## config.mk

```make
export PLATFORM = sky130hd
export DESIGN_NAME = uart_cmd_parser
export DESIGN_NICKNAME = d
export VERILOG_FILES = /design/src/rtl/uart_cmd_pkg.sv /design/src/rtl/hex_ascii_decode.sv /design/src/rtl/uart_cmd_parser.sv
export SDC_FILE = /design/constraint.sdc
export NUM_CORES = 1
export LEC_CHECK = 0
export ABC_AREA = 1
export ABC_CLOCK_PERIOD_IN_PS = 1600
export BUFFER_PORTS_ARGS = -buffer_cell sky130_fd_sc_hd__buf_4
export CAP_MARGIN = 5
export CORE_ASPECT_RATIO = 1.4
export CORE_MARGIN = 2
export CORE_UTILIZATION = 30
export CTS_CLUSTER_DIAMETER = 60
export DETAILED_ROUTE_END_ITERATION = 8
export HOLD_SLACK_MARGIN = 0.15
export PLACE_DENSITY_LB_ADDON = 0.15
export SLEW_MARGIN = 15
export SYNTH_ARGS = -nofsm -noshare
export SYNTH_HDL_FRONTEND = slang
export SYNTH_HIERARCHICAL = 1
export SYNTH_SLANG_ARGS = --single-unit
```

## constraint.sdc

```tcl
create_clock -name i_clk -period 1.6 [get_ports i_clk]
set_input_delay 0.24 -clock i_clk [delete_from_list [all_inputs] [get_ports i_clk]]
set_output_delay 0.24 -clock i_clk [all_outputs]
set_load 0.02 [all_outputs]
```

## src/rtl/uart_cmd_pkg.sv

```systemverilog
// rtl/uart_cmd_pkg.sv - ASCII constants, command codes and FSM states for the UART command parser
package uart_cmd_pkg;

  localparam int CMD_WORD_W = 34;

  localparam logic [7:0] ASCII_A     = 8'h41;
  localparam logic [7:0] ASCII_W     = 8'h57;
  localparam logic [7:0] ASCII_R     = 8'h52;
  localparam logic [7:0] ASCII_CR    = 8'h0D;
  localparam logic [7:0] ASCII_LF    = 8'h0A;
  localparam logic [7:0] ASCII_SPACE = 8'h20;

  localparam logic [1:0] CMD_ADDR  = 2'b10;
  localparam logic [1:0] CMD_WRITE = 2'b01;
  localparam logic [1:0] CMD_READ  = 2'b00;

  typedef enum logic [2:0] {
    IDLE,
    ADDR,
    WRITE,
    EMIT,
    EMIT_RD
  } state_t;

  function automatic logic [CMD_WORD_W-1:0] make_cmd(input logic [1:0]  cmd_type,
                                                     input logic [31:0] operand);
    return {cmd_type, operand};
  endfunction

endpackage

```

## src/rtl/hex_ascii_decode.sv

```systemverilog
// rtl/hex_ascii_decode.sv - combinational ASCII byte classifier (digit/command/terminator)
// UART_CMD_LOWERCASE_EN: also decode 'a','w','r' and 'b'-'f' like their uppercase forms.
module hex_ascii_decode
  import uart_cmd_pkg::*;
(
  input  logic [7:0] rx_byte,
  output logic       is_digit,
  output logic [3:0] nibble,
  output logic       is_cmd,
  output logic [1:0] cmd_type,
  output logic       is_term
);

  logic [7:0] ch;

  always_comb begin
    ch = rx_byte;
`ifdef UART_CMD_LOWERCASE_EN
    if (rx_byte >= 8'h61 && rx_byte <= 8'h7A) begin
      ch = rx_byte & 8'hDF;
    end
`else
    ch = rx_byte;
`endif
  end

  always_comb begin
    is_digit = 1'b0;
    nibble   = 4'h0;
    is_cmd   = 1'b0;
    cmd_type = CMD_READ;
    is_term  = 1'b0;

    // 'A' is always the address command, so only 'B'-'F' count as hex letters
    if (ch >= 8'h30 && ch <= 8'h39) begin
      is_digit = 1'b1;
      nibble   = ch[3:0];
    end else if (ch >= 8'h42 && ch <= 8'h46) begin
      is_digit = 1'b1;
      nibble   = ch[3:0] + 4'd9;
    end else if (ch == ASCII_A) begin
      is_cmd   = 1'b1;
      cmd_type = CMD_ADDR;
    end else if (ch == ASCII_W) begin
      is_cmd   = 1'b1;
      cmd_type = CMD_WRITE;
    end else if (ch == ASCII_R) begin
      is_cmd   = 1'b1;
      cmd_type = CMD_READ;
    end

    if (rx_byte == ASCII_CR || rx_byte == ASCII_LF || rx_byte == ASCII_SPACE) begin
      is_term = 1'b1;
    end
  end

endmodule

```

## src/rtl/uart_cmd_parser.sv

```systemverilog
// rtl/uart_cmd_parser.sv - turns an ASCII command stream into 34-bit bus master command words
// UART_CMD_LOWERCASE_EN (in hex_ascii_decode) enables lowercase command letters and digits.
module uart_cmd_parser
  import uart_cmd_pkg::*;
(
  input  logic                  i_clk,
  input  logic                  i_reset_n,
  input  logic                  i_rx_stb,
  input  logic [7:0]            i_rx_data,
  output logic                  o_cmd_stb,
  output logic [CMD_WORD_W-1:0] o_cmd_word,
  input  logic                  i_cmd_busy,
  output logic [1:0]            o_err
);

  state_t                state_q, state_nxt;
  state_t                ret_q, ret_nxt;
  logic [31:0]           acc_q, acc_nxt;
  logic [CMD_WORD_W-1:0] word_q, word_nxt;
  logic [1:0]            err_q, err_nxt;
  logic                  armed_q;
  logic                  rx_ok;

  logic                  is_digit;
  logic [3:0]            nibble;
  logic                  is_cmd;
  logic [1:0]            cmd_type;
  logic                  is_term;

  hex_ascii_decode u_decode (
    .rx_byte  (i_rx_data),
    .is_digit (is_digit),
    .nibble   (nibble),
    .is_cmd   (is_cmd),
    .cmd_type (cmd_type),
    .is_term  (is_term)
  );

  // a byte strobed in the very first clock after reset release is discarded
  assign rx_ok = i_rx_stb && armed_q;

  always_ff @(posedge i_clk or negedge i_reset_n) begin
    if (!i_reset_n) begin
      state_q <= IDLE;
    end else begin
      state_q <= state_nxt;
    end
  end

  always_ff @(posedge i_clk or negedge i_reset_n) begin
    if (!i_reset_n) begin
      ret_q   <= IDLE;
      acc_q   <= '0;
      word_q  <= '0;
      err_q   <= '0;
      armed_q <= 1'b0;
    end else begin
      ret_q   <= ret_nxt;
      acc_q   <= acc_nxt;
      word_q  <= word_nxt;
      err_q   <= err_nxt;
      armed_q <= 1'b1;
    end
  end

  always_comb begin
    state_nxt = state_q;
    ret_nxt   = ret_q;
    acc_nxt   = acc_q;
    word_nxt  = word_q;
    err_nxt   = err_q;

    case (state_q)
      IDLE: begin
        if (rx_ok) begin
          if (is_cmd) begin
            acc_nxt = '0;
            case (cmd_type)
              CMD_ADDR:  state_nxt = ADDR;
              CMD_WRITE: state_nxt = WRITE;
              default: begin
                word_nxt  = make_cmd(CMD_READ, 32'h0);
                ret_nxt   = IDLE;
                state_nxt = EMIT;
              end
            endcase
          end else if (!is_term) begin
            err_nxt[0] = 1'b1;
            acc_nxt    = '0;
          end
        end
      end

      ADDR, WRITE: begin
        if (rx_ok) begin
          if (is_digit) begin
            acc_nxt = {acc_q[27:0], nibble};
          end else if (is_term || is_cmd) begin
            word_nxt  = make_cmd((state_q == ADDR) ? CMD_ADDR : CMD_WRITE, acc_q);
            state_nxt = EMIT;
            ret_nxt   = IDLE;
            // a command letter both closes this command and opens the next one
            if (is_cmd) begin
              case (cmd_type)
                CMD_ADDR: begin
                  acc_nxt = '0;
                  ret_nxt = ADDR;
                end
                CMD_WRITE: begin
                  acc_nxt = '0;
                  ret_nxt = WRITE;
                end
                default: ret_nxt = EMIT_RD;
              endcase
            end
          end else begin
            err_nxt[0] = 1'b1;
            acc_nxt    = '0;
            state_nxt  = IDLE;
          end
        end
      end

      EMIT: begin
        if (rx_ok) begin
          err_nxt[1] = 1'b1;
        end
        if (!i_cmd_busy) begin
          state_nxt = ret_q;
          if (ret_q == EMIT_RD) begin
            word_nxt = make_cmd(CMD_READ, 32'h0);
          end
        end
      end

      EMIT_RD: begin
        if (rx_ok) begin
          err_nxt[1] = 1'b1;
        end
        if (!i_cmd_busy) begin
          state_nxt = IDLE;
          ret_nxt   = IDLE;
        end
      end

      default: state_nxt = IDLE;
    endcase
  end

  assign o_cmd_stb  = (state_q == EMIT) || (state_q == EMIT_RD);
  assign o_cmd_word = word_q;
  assign o_err      = err_q;

endmodule

```

==> summary.md, run 1 <==
| Metric | Value |
|---|---|
| Share of cells above drive strength 1 | `0.375` |
| Synth Register Bits | `75` |
| Vias in the first global route | `3,627` |
| Detailed Place HPWL | `7090 µm` |
| DRT iter0 DRCs | `130` |
| Xor and xnor area share after synthesis | `0.00223` |
| Number of synthesis warnings | `6` |
| Complex-gate fraction of the synthesized area | `0.0647` |
| Min Tclk post-route | `1.72 ns` |
| Root Driver | `clkbuf_16` |
| Post-synthesis adder-cell area fraction | `0.0287` |
| Drt total wl | `10,800 µm` |
| CTS tree | `built` |
| Die width | `approximately 100 µm` |
| Synth unique cells | `25` |
| Type of the tightest min-delay check | `in -> reg` |
| Worst Setup SP | `i_rx_data[1]` |
| Multiplexer share of the synthesized area | `0` |
| Total CTS buffers | `9` |
| Reg2reg path depth | `9` |
| Fmax | `580 MHz` |
| Failing checks | `setup timing` |
| Wire length per cell | `13.7 µm` |
| CTS max path bufs | `2` |
| Global route total overflow | `0` |
| Switch Pwr | `2.87 mW` |
| RSZ-0062 raised after global routing | `true` |
| Final cycle utilization of the critical path | `1.08` |
| Internal | `4.88 mW` |
| Simple-gate portion of the synthesized area | `0.334` |
| Core Footprint | `12,800 µm²` |
| Static Leak | `2.80 nW` |
| Row Count | `49` |
| Critical Path Sink Type | `register` |
| Clock power frac | `0.288` |
| Peak supply drop | `0.535 mV` |
| Min setup slack post-route | `-0.124 ns` |
| GPL Wtd Cong | `0.823` |
| Syn Area/Cell | `7.64 µm²` |
| Worst skew pair latency | `0.33 ns` |
| Clock sinks | `75` |
| Clock transition at path regs | `0.06 ns` |
| Worst Path Arrival | `1.95 ns` |
| Post-Synthesis Cells | `514` |
| Post-route ant nets | `0` |
| # nets final | `648` |
| Ant. Diodes | `0` |
| Num ports | `approximately 50` |
| Switching Share | `0.370` |
| Sequential-to-total area share from yosys stat | `0.478` |
| Via-to-Cell Ratio | `4.63` |
| Synth Net Count | `535` |
| Design area | `5880 µm²` |
| Crit path max fanout | `10` |
| First-pass GRT wire length | `17,600 µm` |
| Seq pwr share | `0.263` |
| Hold EP | `state_q[2]` |
| Setup violators final | `66` |
| Largest net degree at the start of global routing | `50` |
| Worst-case clock skew | `0.00490 ns` |
| Drt first pass iters | `4` |
| Initial antenna violation count | `0` |
| Status | `finished with violations` |
| DIE AREA | `14,000 µm²` |
| Drc violations | `0` |
| Flop-to-flop setup slack | `-0.09 ns` |
| Syn-to-layout area delta | `49.8%` |
| Area of the multi-input gates | `2040 µm²` |
| Max-Cap Viols | `0` |
| Hold Crit Depth | `3` |
| Final Max Slew Viols | `0` |
| Comb pwr share | `0.450` |
| Starting density of the core | `0.307` |
| Tot GR Track Use | `0.159` |
| Port Buffers | `48` |
| Startpoint types | `input port` |
| Post-Route Setup TNS | `-4.73 ns` |
| Via Count | `~3,600` |
| Min-delay src | `i_cmd_busy` |
| R2r endpoint | `acc_q[28]` |
| Pwr/cell area | `1320 nW/µm²` |
| DP Area | `4890 µm²` |
| Layout Cells excl Fill | `785` |
| CP required | `1.83 ns` |
| Largest family of logic cells by synthesized area | `simple AND/OR/NAND/NOR gates` |
| Cell Count Post-Placement | `741` |
| Die Height | `139 µm` |
| Synthesized area | `3930 µm²` |
| # H-tree levels | `3` |
| Final Hold Violating Endpoints | `0` |
| Critical setup path kind | `in -> reg` |
| FILL cells | `approximately 1,300` |
| Sequential cell area | `1880 µm²` |
| Reg2reg start | `state_q[0]` |
==> flip-flops by register name, indices dropped and copies added (netlist names) <==
register	cells
o_cmd_word	34
state_q	3
o_err	2
acc_q	32
armed_q	1
ret_q	3
==> worst max-delay path by stage <==
stage / to / cells after the start
floorplan: o_cmd_word[10] / 16
global placement: o_cmd_word[10] / 16
detailed placement: o_cmd_word[29] / 16
CTS: acc_q[28] / 17
global route: acc_q[7] / 16
finish: o_cmd_word[18] / 17
==> area by class of cell <==
cell class | count | share of cell area
Tap cell | 153 | 0.0325
Inverter | 59 | 0.0427
Multi-Input combinational cell | 358 | 0.347
Sequential cell | 75 | 0.320
Clock inverter | 6 | 0.0149
Timing Repair Buffer | 124 | 0.202
Clock buffer | 10 | 0.0406
==> logic make-up (layout without fill, tap and decap cells) <==
family          count (synthesis)  after routing
fa+ha+maj                       9              9
buf+inv                        83            199
other cells                     1              1
flops                          75             75
compound gates                 47             47
xor+xnor                        1              1
simple gates                  298            300
==> worst max-delay path: stages <==
cell and delay [ns]:
buf_12 0.10, inv_12 0.03, ha_4 0.14, o21ai_2 0.13, nand2_2 0.08, nand2_4 0.08, nand2_4 0.07, nor2_4 0.14
ha_4 0.22, inv_4 0.06, nand3_2 0.07, nand3_4 0.09, nor2_8 0.05, buf_12 0.15, buf_12 0.14, nand3_1 0.09
nand2_1 0.05
==> layout by cell type, fill, tap and decap left out, drive strengths merged, types with 4 or more instances in the layout <==
cell type	count
nand2	178
buf	122
dfrtp	75
nand3	62
inv	59
nor2	55
o21ai	39
clkbuf	10
ha	9
nand4	5
a21oi	4
clkinv	4
==> power groups by stage <==
stage	logic (mW)	clock network [mW]	registers, mW
3_5_place_dp	2.48	0	2.06
3_3_place_gp	2.46	0	2.06
4_1_cts	3.04	2.30	2.03
6_report	3.49	2.23	2.03
2_1_floorplan	1.49	0	2.09
5_1_grt	3.75	2.37	2.04
==> routing by layer <==
layer,global-route usage,vias to the layer above,wire length [µm]
met3,0.0231,20,237
met5,0,-,0
li1,-,1842,-
met4,0.0699,0,285
met2,0.276,56,5780
met1,0.191,1715,4480
==> cell usage after synthesis <==
library cell / n / area, µm²
buf_2: 14 / 70.1
nor2_1: 45 / 169
nand3_2: 5 / 50.1
clkbuf_1: 6 / 22.5
a21oi_1: 4 / 20.0
o21ai_2: 2 / 17.5
nand2_2: 4 / 25.0
ha_1: 9 / 113
o21ai_1: 27 / 135
o21bai_1: 1 / 7.51
nand2_1: 168 / 631
nand4_1: 5 / 31.3
buf_6: 4 / 45.0
inv_1: 53 / 199
o21ai_0: 10 / 50.1
a31o_2: 1 / 8.76
nand3_1: 57 / 285
conb_1: 1 / 3.75
inv_2: 6 / 22.5
o211ai_1: 2 / 15.0
nor2_8: 1 / 20.0
nor2_2: 9 / 56.3
dfrtp_1: 75 / 1880
xnor2_1: 1 / 8.76
nand2_4: 4 / 45.0
==> metrics by stage <==
step	worst slack, ns	hold slack [ns]	utilization	total power, mW
2_1_floorplan	-0.203	-0.0556	-	3.58
3_3_place_gp	-0.520	0.111	0.382	4.51
3_5_place_dp	-0.555	0.115	0.382	4.54
4_1_cts	-0.108	0.254	0.433	7.36
5_1_grt	-0.221	0.262	0.459	8.17
6_report	-0.124	0.252	0.459	7.75
==> what timing repair did <==
item                                    CTS  global route
pin swaps                                15            20
cloned                                    4             1
endpoints found under the setup margin   67            73
setup buffers                             9            13
endpoints found under the hold margin    76             0
gates resized for setup                  38            58
hold buffers                              2             0
Note: power is estimated with default switching activity, not from simulation.
==> run 2: changes to the inputs <==
--- a/config.mk
+++ b/config.mk
@@ -20,4 +20,3 @@
 export SYNTH_ARGS = -nofsm -noshare
 export SYNTH_HDL_FRONTEND = slang
-export SYNTH_HIERARCHICAL = 1
 export SYNTH_SLANG_ARGS = --single-unit
==> constraint.sdc (replaced) <==
create_clock -name i_clk -period 1.6 [get_ports i_clk]
set_input_delay 0.24 -clock i_clk [delete_from_list [all_inputs] [get_ports i_clk]]
set_output_delay 0.24 -clock i_clk [all_outputs]
set_load 0.005 [all_outputs]
==> run 2 against run 1 <==
Net effect:
- largest power group unchanged
- core utilization down 1.6 points
- area after synthesis up 3.5%
- non-clock buffer count down 2
- synthesized cell count up 6.2%
- critical path type is now reg -> reg
- combinational power up 10%
- clock skew up 0.0052 ns
- worst setup slack worse by 0.059 ns
- first-iteration DRC count unchanged
- the run still ends with setup timing left
- clock power about the same
==> summary.md, run 2 <==
| Metric | Value |
|---|---|
| # H-tree levels | `3 (unchanged)` |
| Yosys top cell area share | `0.462 (-0.0162)` |
| Clock transition at path regs | `0.07 ns (about the same)` |
| Failing checks | `setup timing` |
| Largest net degree at the start of global routing | `76 (+52%)` |
| Starting density of the core | `0.305 (-0.00144)` |
| Die Height | `142 µm (+1.7%)` |
| Largest area contributor in the netlist | `dfrtp_1` |
| Min Tclk post-route | `1.78 ns (+0.0588 ns)` |
| DRT iter0 DRCs | `130 (unchanged)` |
| Worst Path Arrival | `2.01 ns (+0.06 ns)` |
| Synth top area cells | `dfrtp_1, nand2_1, nand3_1, inv_1, nor2_1` |
| Core Footprint | `13,300 µm² (+4.0%)` |
| Crit path max fanout | `23 (+13)` |
| Share of cells above drive strength 1 | `0.325 (-0.0498)` |
| Initial antenna violation count | `0 (unchanged)` |
| Busiest grt layer | `met2` |
| CP required | `1.83 ns (about the same)` |
| Post-synth top flop | `dfrtp_1` |
| # nets final | `670 (+3.4%)` |
| Sequential-to-total area share from yosys stat | `0.462 (-0.0162)` |
| Largest family of logic cells by synthesized area | `simple AND/OR/NAND/NOR gates` |
| Global route total overflow | `0 (unchanged)` |
| Met2 Track Usage GR | `0.297 (+0.0213)` |
| Tot GR Track Use | `0.167 (+0.00851)` |
| Met1 Usage GRT | `0.195 (+0.00320)` |
| Worst-case clock skew | `0.0101 ns (+0.00522 ns)` |
| Port Buffers | `48 (unchanged)` |
| Clock sinks | `75 (unchanged)` |
| CTS tree | `built` |
| Fin util | `0.443 (-0.0162)` |
| Number of synthesis warnings | `0 (-6)` |
| Synth Register Bits | `75 (unchanged)` |
| Syn-to-layout area delta | `45.2%` |
| Num ports | `49 (unchanged)` |
| Drt total wl | `11,500 µm (+6.4%)` |
| Async SR Flop Fraction | `1.00 (unchanged)` |
| Post-Route Setup TNS | `-7.33 ns (-2.60 ns)` |
| Ant. Diodes | `0 (unchanged)` |
| Xor and xnor area share after synthesis | `0.00215 (-0.0000755)` |
| Flip-flop count of the largest register after layout | `34 (unchanged)` |
| Fmax | `561 MHz (-3.3%)` |
| Slew HR | `0.623` |
| Number of synthesized flops with an enable pin | `0 (unchanged)` |
| Final cycle utilization of the critical path | `1.11 (+0.0368)` |
| Vias in the first global route | `3,935 (+8.5%)` |
| Complex-gate fraction of the synthesized area | `0.0197 (-0.0450)` |
| Setup violators final | `70 (+6.1%)` |
| Post-route ant nets | `0 (unchanged)` |
| Total CTS buffers | `9 (unchanged)` |
| Syn Area/Cell | `7.45 µm² (-2.6%)` |
| Critical Path Sink Type | `register` |
| Pwr/cell area | `1370 nW/µm² (+4.2%)` |
| Via Count | `3,837 (+5.6%)` |
| Worst Max-Slew Pin Slew | `0.566 ns` |
| Multiplexer share of the synthesized area | `0 (unchanged)` |
| Simple-gate portion of the synthesized area | `0.387 (+0.0527)` |
| Drc violations | `0 (unchanged)` |
| Commonest non-fill, non-tap cell in the layout | `nand2_1` |
| Final Max Slew Viols | `0 (unchanged)` |
| Die width | `102 µm (+1.7%)` |
| Peak supply drop | `1.03 mV (+94%)` |
| Post-Synthesis Cells | `546 (+6.2%)` |
| CTS max path bufs | `2 (unchanged)` |
| Worst skew pair latency | `0.34 ns (about the same)` |
| Max-Cap Viols | `0 (unchanged)` |
| Min setup slack post-route | `-0.183 ns (-0.0588 ns)` |
| Final Hold Violating Endpoints | `0 (unchanged)` |
| Drt first pass iters | `4 (unchanged)` |
| Synth Net Count | `566 (+5.8%)` |
| Type of the tightest min-delay check | `in -> reg` |
| Met3 Usage GRT | `0.0379 (+0.0148)` |
| Startpoint types | `register` |
| RSZ-0062 raised after global routing | `true` |
| Detailed Place HPWL | `7420 µm (+4.7%)` |
| Cell with the most instances after synthesis | `nand2_1` |
| Synth unique cells | `30 (+20%)` |
| GPL Wtd Cong | `0.791 (-3.9%)` |
| Most frequent cells in the layout | `nand2_1, buf_4, dfrtp_1, nand3_1, inv_1` |
| First-pass GRT wire length | `19,000 µm (+7.9%)` |
| Root Driver | `clkbuf_16` |
| Critical setup path kind | `reg -> reg` |
| Synthesized area | `4070 µm² (+3.5%)` |
| Wire length per cell | `13.7 µm (-0.24%)` |
| Post-synthesis adder-cell area fraction | `0.0246 (-0.00405)` |
| Status | `finished with violations` |
| DIE AREA | `14,500 µm² (+3.4%)` |
| Row Count | `50 (+2.0%)` |
| Top post-synthesis cells by count | `nand2_1, dfrtp_1, nand3_1` |
| Static Leak | `2.98 nW (+6.5%)` |
| Via-to-Cell Ratio | `4.58 (-0.95%)` |
run 2: cell types whose count changed after synthesis, sizes merged, moves of 2 or more:
cell	delta
a21oi	+2
nand3b	+6
nand3	+15
or2	+2
nor2	-6
inv	+2
o211ai	-2
buf	+6
nand2	+11
nor3	+30
o21ai	-32
run 2: stage by stage:
| stage | instance area, µm² | worst slack [ns] | std cells | hold slack, ns | total power [mW] |
|---|---|---|---|---|---|
| 6_report | 5900 | -0.183 | 837 | 0.228 | 8.10 |
| 5_1_grt | 5900 | -0.259 | 837 | 0.265 | 8.52 |
| 4_1_cts | 5750 | -0.169 | 833 | 0.183 | 8.00 |
| 3_5_place_dp | 5060 | -0.528 | 802 | 0.296 | 4.72 |
| 3_3_place_gp | 5060 | -0.508 | 802 | 0.294 | 4.70 |
| 2_1_floorplan | 4180 | -0.292 | 546 | -0.0556 | 3.72 |
run 2: final timing paths:
kind / startpoint / endpoint / slack (ns) / cells past startpoint
max in group asynchronous: i_reset_n / state_q[0] / 0.74 / 3
worst max-delay path: state_q[1] / o_cmd_word[28] / -0.18 / 10
worst min register to register: o_err[1] / o_err[1] / 0.46 / 1
worst min-delay path: i_cmd_busy / state_q[2] / 0.23 / 3
min in group asynchronous: i_reset_n / o_cmd_word[10] / 0.46 / 3
worst max register to register: state_q[1] / o_cmd_word[28] / -0.18 / 10
run 2: where the power goes:
group / internal [mW] / switching (mW)
logic: 1.68 / 2.16
registers: 1.96 / 0.0548
clock network: 1.37 / 0.869
run 2: critical path, stage by stage (launching register included):
cell and delay, ns:
dfrtp_1 0.43, buf_4 0.17, nor2_4 0.12, nand2_2 0.07, buf_4 0.16, a21oi_4 0.14
nor2_4 0.07, buf_4 0.14, buf_12 0.15, nand3b_1 0.13, nand2_1 0.07
run 2: cell type report:
class                           instances  area (µm²)
Clock buffer                            9         225
Sequential cell                        75        1880
Multi-Input combinational cell        381        2060
Tap cell                              182         228
Timing Repair Buffer                  122        1160
Inverter                               61         251
Fill cell                            1374        7420
Clock inverter                          7         100
run 2: cells by family after synthesis:
group / Yosys count
compound gates: 15
xor+xnor: 1
simple gates: 356
buf+inv: 90
flops: 75
fa+ha+maj: 8
other cells: 1
run 2: timing repair:
item                       CTS  global route
gates cloned                 4             0
gates resized for setup     47            37
hold buffers                 1             0
setup endpoints to repair   73            73
setup buffers               10             5
pin swaps                   19            16
hold endpoints to repair    75             0
run 2: routing by layer:
| layer | up-vias | share of wire |
|---|---|---|
| li1 | 1923 | - |
| met1 | 1826 | 0.42 |
| met2 | 74 | 0.53 |
| met3 | 14 | 0.032 |
| met4 | 0 | 0.019 |
| met5 | - | 0 |
==> run 3: changes to the inputs <==
- BUFFER_PORTS_ARGS: -buffer_cell sky130_fd_sc_hd__buf_4 -> not set
- CAP_MARGIN: 5 -> not set
- DONT_BUFFER_PORTS: not set -> 1
- PLACE_DENSITY: not set -> 0.43
- PLACE_DENSITY_LB_ADDON: 0.15 -> not set
==> run 3 against run 2 <==
Net effect:
- the flow finishes with violations (hold timing, setup timing)
- wire length about the same
- final area decreased by 0.89%
- non-clock buffer count down 44
- largest power group unchanged
==> summary.md, run 3 (synthesis results as in run 2) <==
| Metric | Value |
|---|---|
| FILL cells | `1,399 (+1.8%)` |
| Startpoint types | `register` |
| Worst Max-Slew Pin Slew | `0.570 ns (+0.00396 ns)` |
| Critical setup path kind | `reg -> out` |
| CTS max path bufs | `2 (unchanged)` |
| Via Count | `3,649 (-4.9%)` |
| Total CTS buffers | `9 (unchanged)` |
| Fmax | `561 MHz (about the same)` |
| Initial antenna violation count | `0 (unchanged)` |
| GPL Wtd Cong | `0.797 (+0.76%)` |
| Final cycle utilization of the critical path | `1.11 (about the same)` |
| Vias in the first global route | `3,627 (-7.8%)` |
| DRT iter0 DRCs | `122 (-6.2%)` |
| Row Count | `50 (unchanged)` |
| Post-route ant nets | `0 (unchanged)` |
| Final Hold Violating Endpoints | `75 (+75)` |
| Static Leak | `2.85 nW (-4.3%)` |
| Setup violators final | `70 (unchanged)` |
| Drc violations | `0 (unchanged)` |
| Hold Slack | `-0.406 ns (-0.634 ns)` |
| Drt first pass iters | `4 (unchanged)` |
| Max-Cap Viols | `0 (unchanged)` |
| Crit path max fanout | `4 (-83%)` |
| Slew HR | `0.620 (-0.00264)` |
| Worst skew pair latency | `0.34 ns (about the same)` |
| Clock transition at path regs | `0.06 ns (about the same)` |
| CTS tree | `built` |
| Critical Path Sink Type | `output pin` |
| Min Tclk post-route | `1.78 ns (-0.00174 ns)` |
| Status | `finished with violations` |
| Type of the tightest min-delay check | `in -> async` |
| DP Area | `4740 µm² (-6.3%)` |
| Detailed Place HPWL | `7450 µm (+0.39%)` |
| Pwr/cell area | `1410 nW/µm² (+2.7%)` |
| Die width | `102 µm (unchanged)` |
| Syn-to-layout area delta | `43.9%` |
| Root Driver | `clkbuf_16` |
| Peak supply drop | `0.917 mV (-11%)` |
| Share of cells above drive strength 1 | `0.367 (+0.0414)` |
| Worst Path Arrival | `1.54 ns (-0.47 ns)` |
| Die Height | `142 µm (unchanged)` |
| Starting density of the core | `0.305 (unchanged)` |
| Commonest non-fill, non-tap cell in the layout | `nand2_1` |
| # nets final | `626 (-6.6%)` |
| Global route total overflow | `0 (unchanged)` |
| # H-tree levels | `3 (unchanged)` |
| Worst-case clock skew | `0.00620 ns (-0.00393 ns)` |
| Num ports | `49 (unchanged)` |
| CP required | `1.36 ns (-0.47 ns)` |
| Wire length per cell | `14.5 µm (+5.5%)` |
| First-pass GRT wire length | `17,800 µm (-6.1%)` |
| RSZ-0062 raised after global routing | `true` |
| Flip-flop count of the largest register after layout | `34 (unchanged)` |
| Drt total wl | `11,500 µm (about the same)` |
| Cell Count Post-Placement | `758 (-5.5%)` |
| Tot GR Track Use | `0.159 (-0.00795)` |
| Fin util | `0.439 (-0.00394)` |
| Clock sinks | `75 (unchanged)` |
| Port Buffers | `0 (-100%)` |
| # hold bufs at CTS | `1 (unchanged)` |
| Failing checks | `hold timing, setup timing` |
| Design area | `5850 µm² (-0.89%)` |
| Final Max Slew Viols | `0 (unchanged)` |
| Largest net degree at the start of global routing | `76 (unchanged)` |
| Layout Cells excl Fill | `793 (-5.3%)` |
| Via-to-Cell Ratio | `4.60 (+0.38%)` |
| Core Footprint | `13,300 µm² (unchanged)` |
| Most frequent cells in the layout | `nand2_1, dfrtp_1, nand3_1, nand2_2, inv_1` |
| DIE AREA | `14,500 µm² (unchanged)` |
| Min setup slack post-route | `-0.181 ns (+0.00174 ns)` |
| Ant. Diodes | `0 (unchanged)` |
==> run 3: report_power, final <==
group | total, mW | switching (mW) | internal [mW]
logic | 3.97 | 2.18 | 1.79
registers | 2.04 | 0.0736 | 1.97
clock network | 2.24 | 0.825 | 1.41
total | 8.24 | 3.07 | 5.17
==> run 3: final timing paths <==
kind,start,to,slack (ns),cells past startpoint
setup reg to reg,state_q[1],o_cmd_word[31],-0.16,13
hold / removal,i_reset_n,o_cmd_word[4],-0.41,0
setup / recovery,state_q[1],o_cmd_stb,-0.18,8
max in group asynchronous,i_reset_n,state_q[0],1.88,0
min in group i_clk,i_rx_data[0],acc_q[0],0.18,4
hold reg to reg,acc_q[23],acc_q[23],0.48,2
==> run 3: worst max-delay path, cell delays in order (launching register included) <==
cell	delay (ns)
dfrtp_2	0.44
nand3_2	0.11
nand2_2	0.07
inv_2	0.06
nand2_2	0.06
buf_6	0.12
buf_6	0.11
a21oi_4	0.13
buf_6	0.12
==> run 3: per-stage QoR <==
step                TNS [ns]  worst slack (ns)  total power [mW]
finish                 -8.34            -0.181              8.24
global route          -14.42            -0.247              8.63
CTS                    -3.13            -0.181              7.81
detailed placement    -24.20            -0.380              4.64
global placement      -22.51            -0.354              4.62
floorplan             -17.93            -0.292              3.72
==> run 3: area by class of cell <==
cell class | instances | area (µm²) | share of cell area
clock buffer | 10 | 239 | 0.0409
clock inverter | 6 | 87.6 | 0.0150
inverter | 61 | 251 | 0.0430
multi-input combinational | 381 | 2240 | 0.384
sequential | 75 | 1880 | 0.321
tap | 182 | 228 | 0.0389
timing repair buffer | 78 | 921 | 0.157
==> run 3: layer usage <==
metal | part of all wire | routed length [µm] | GRT usage
met3 | 0.032 | 366 | 0.0325
met2 | 0.54 | 6240 | 0.289
met4 | 0.018 | 201 | 0.0575
met5 | 0 | 0 | 0
met1 | 0.41 | 4660 | 0.181
==> run 3: what timing repair did <==
item | in CTS | in global routing
pin swaps | 5 | 46
resized for setup | 35 | 114
endpoints found under the setup margin | 74 | 74
hold endpoints to repair | 76 | 75
setup buffers | 10 | 6
cloned | 3 | 7
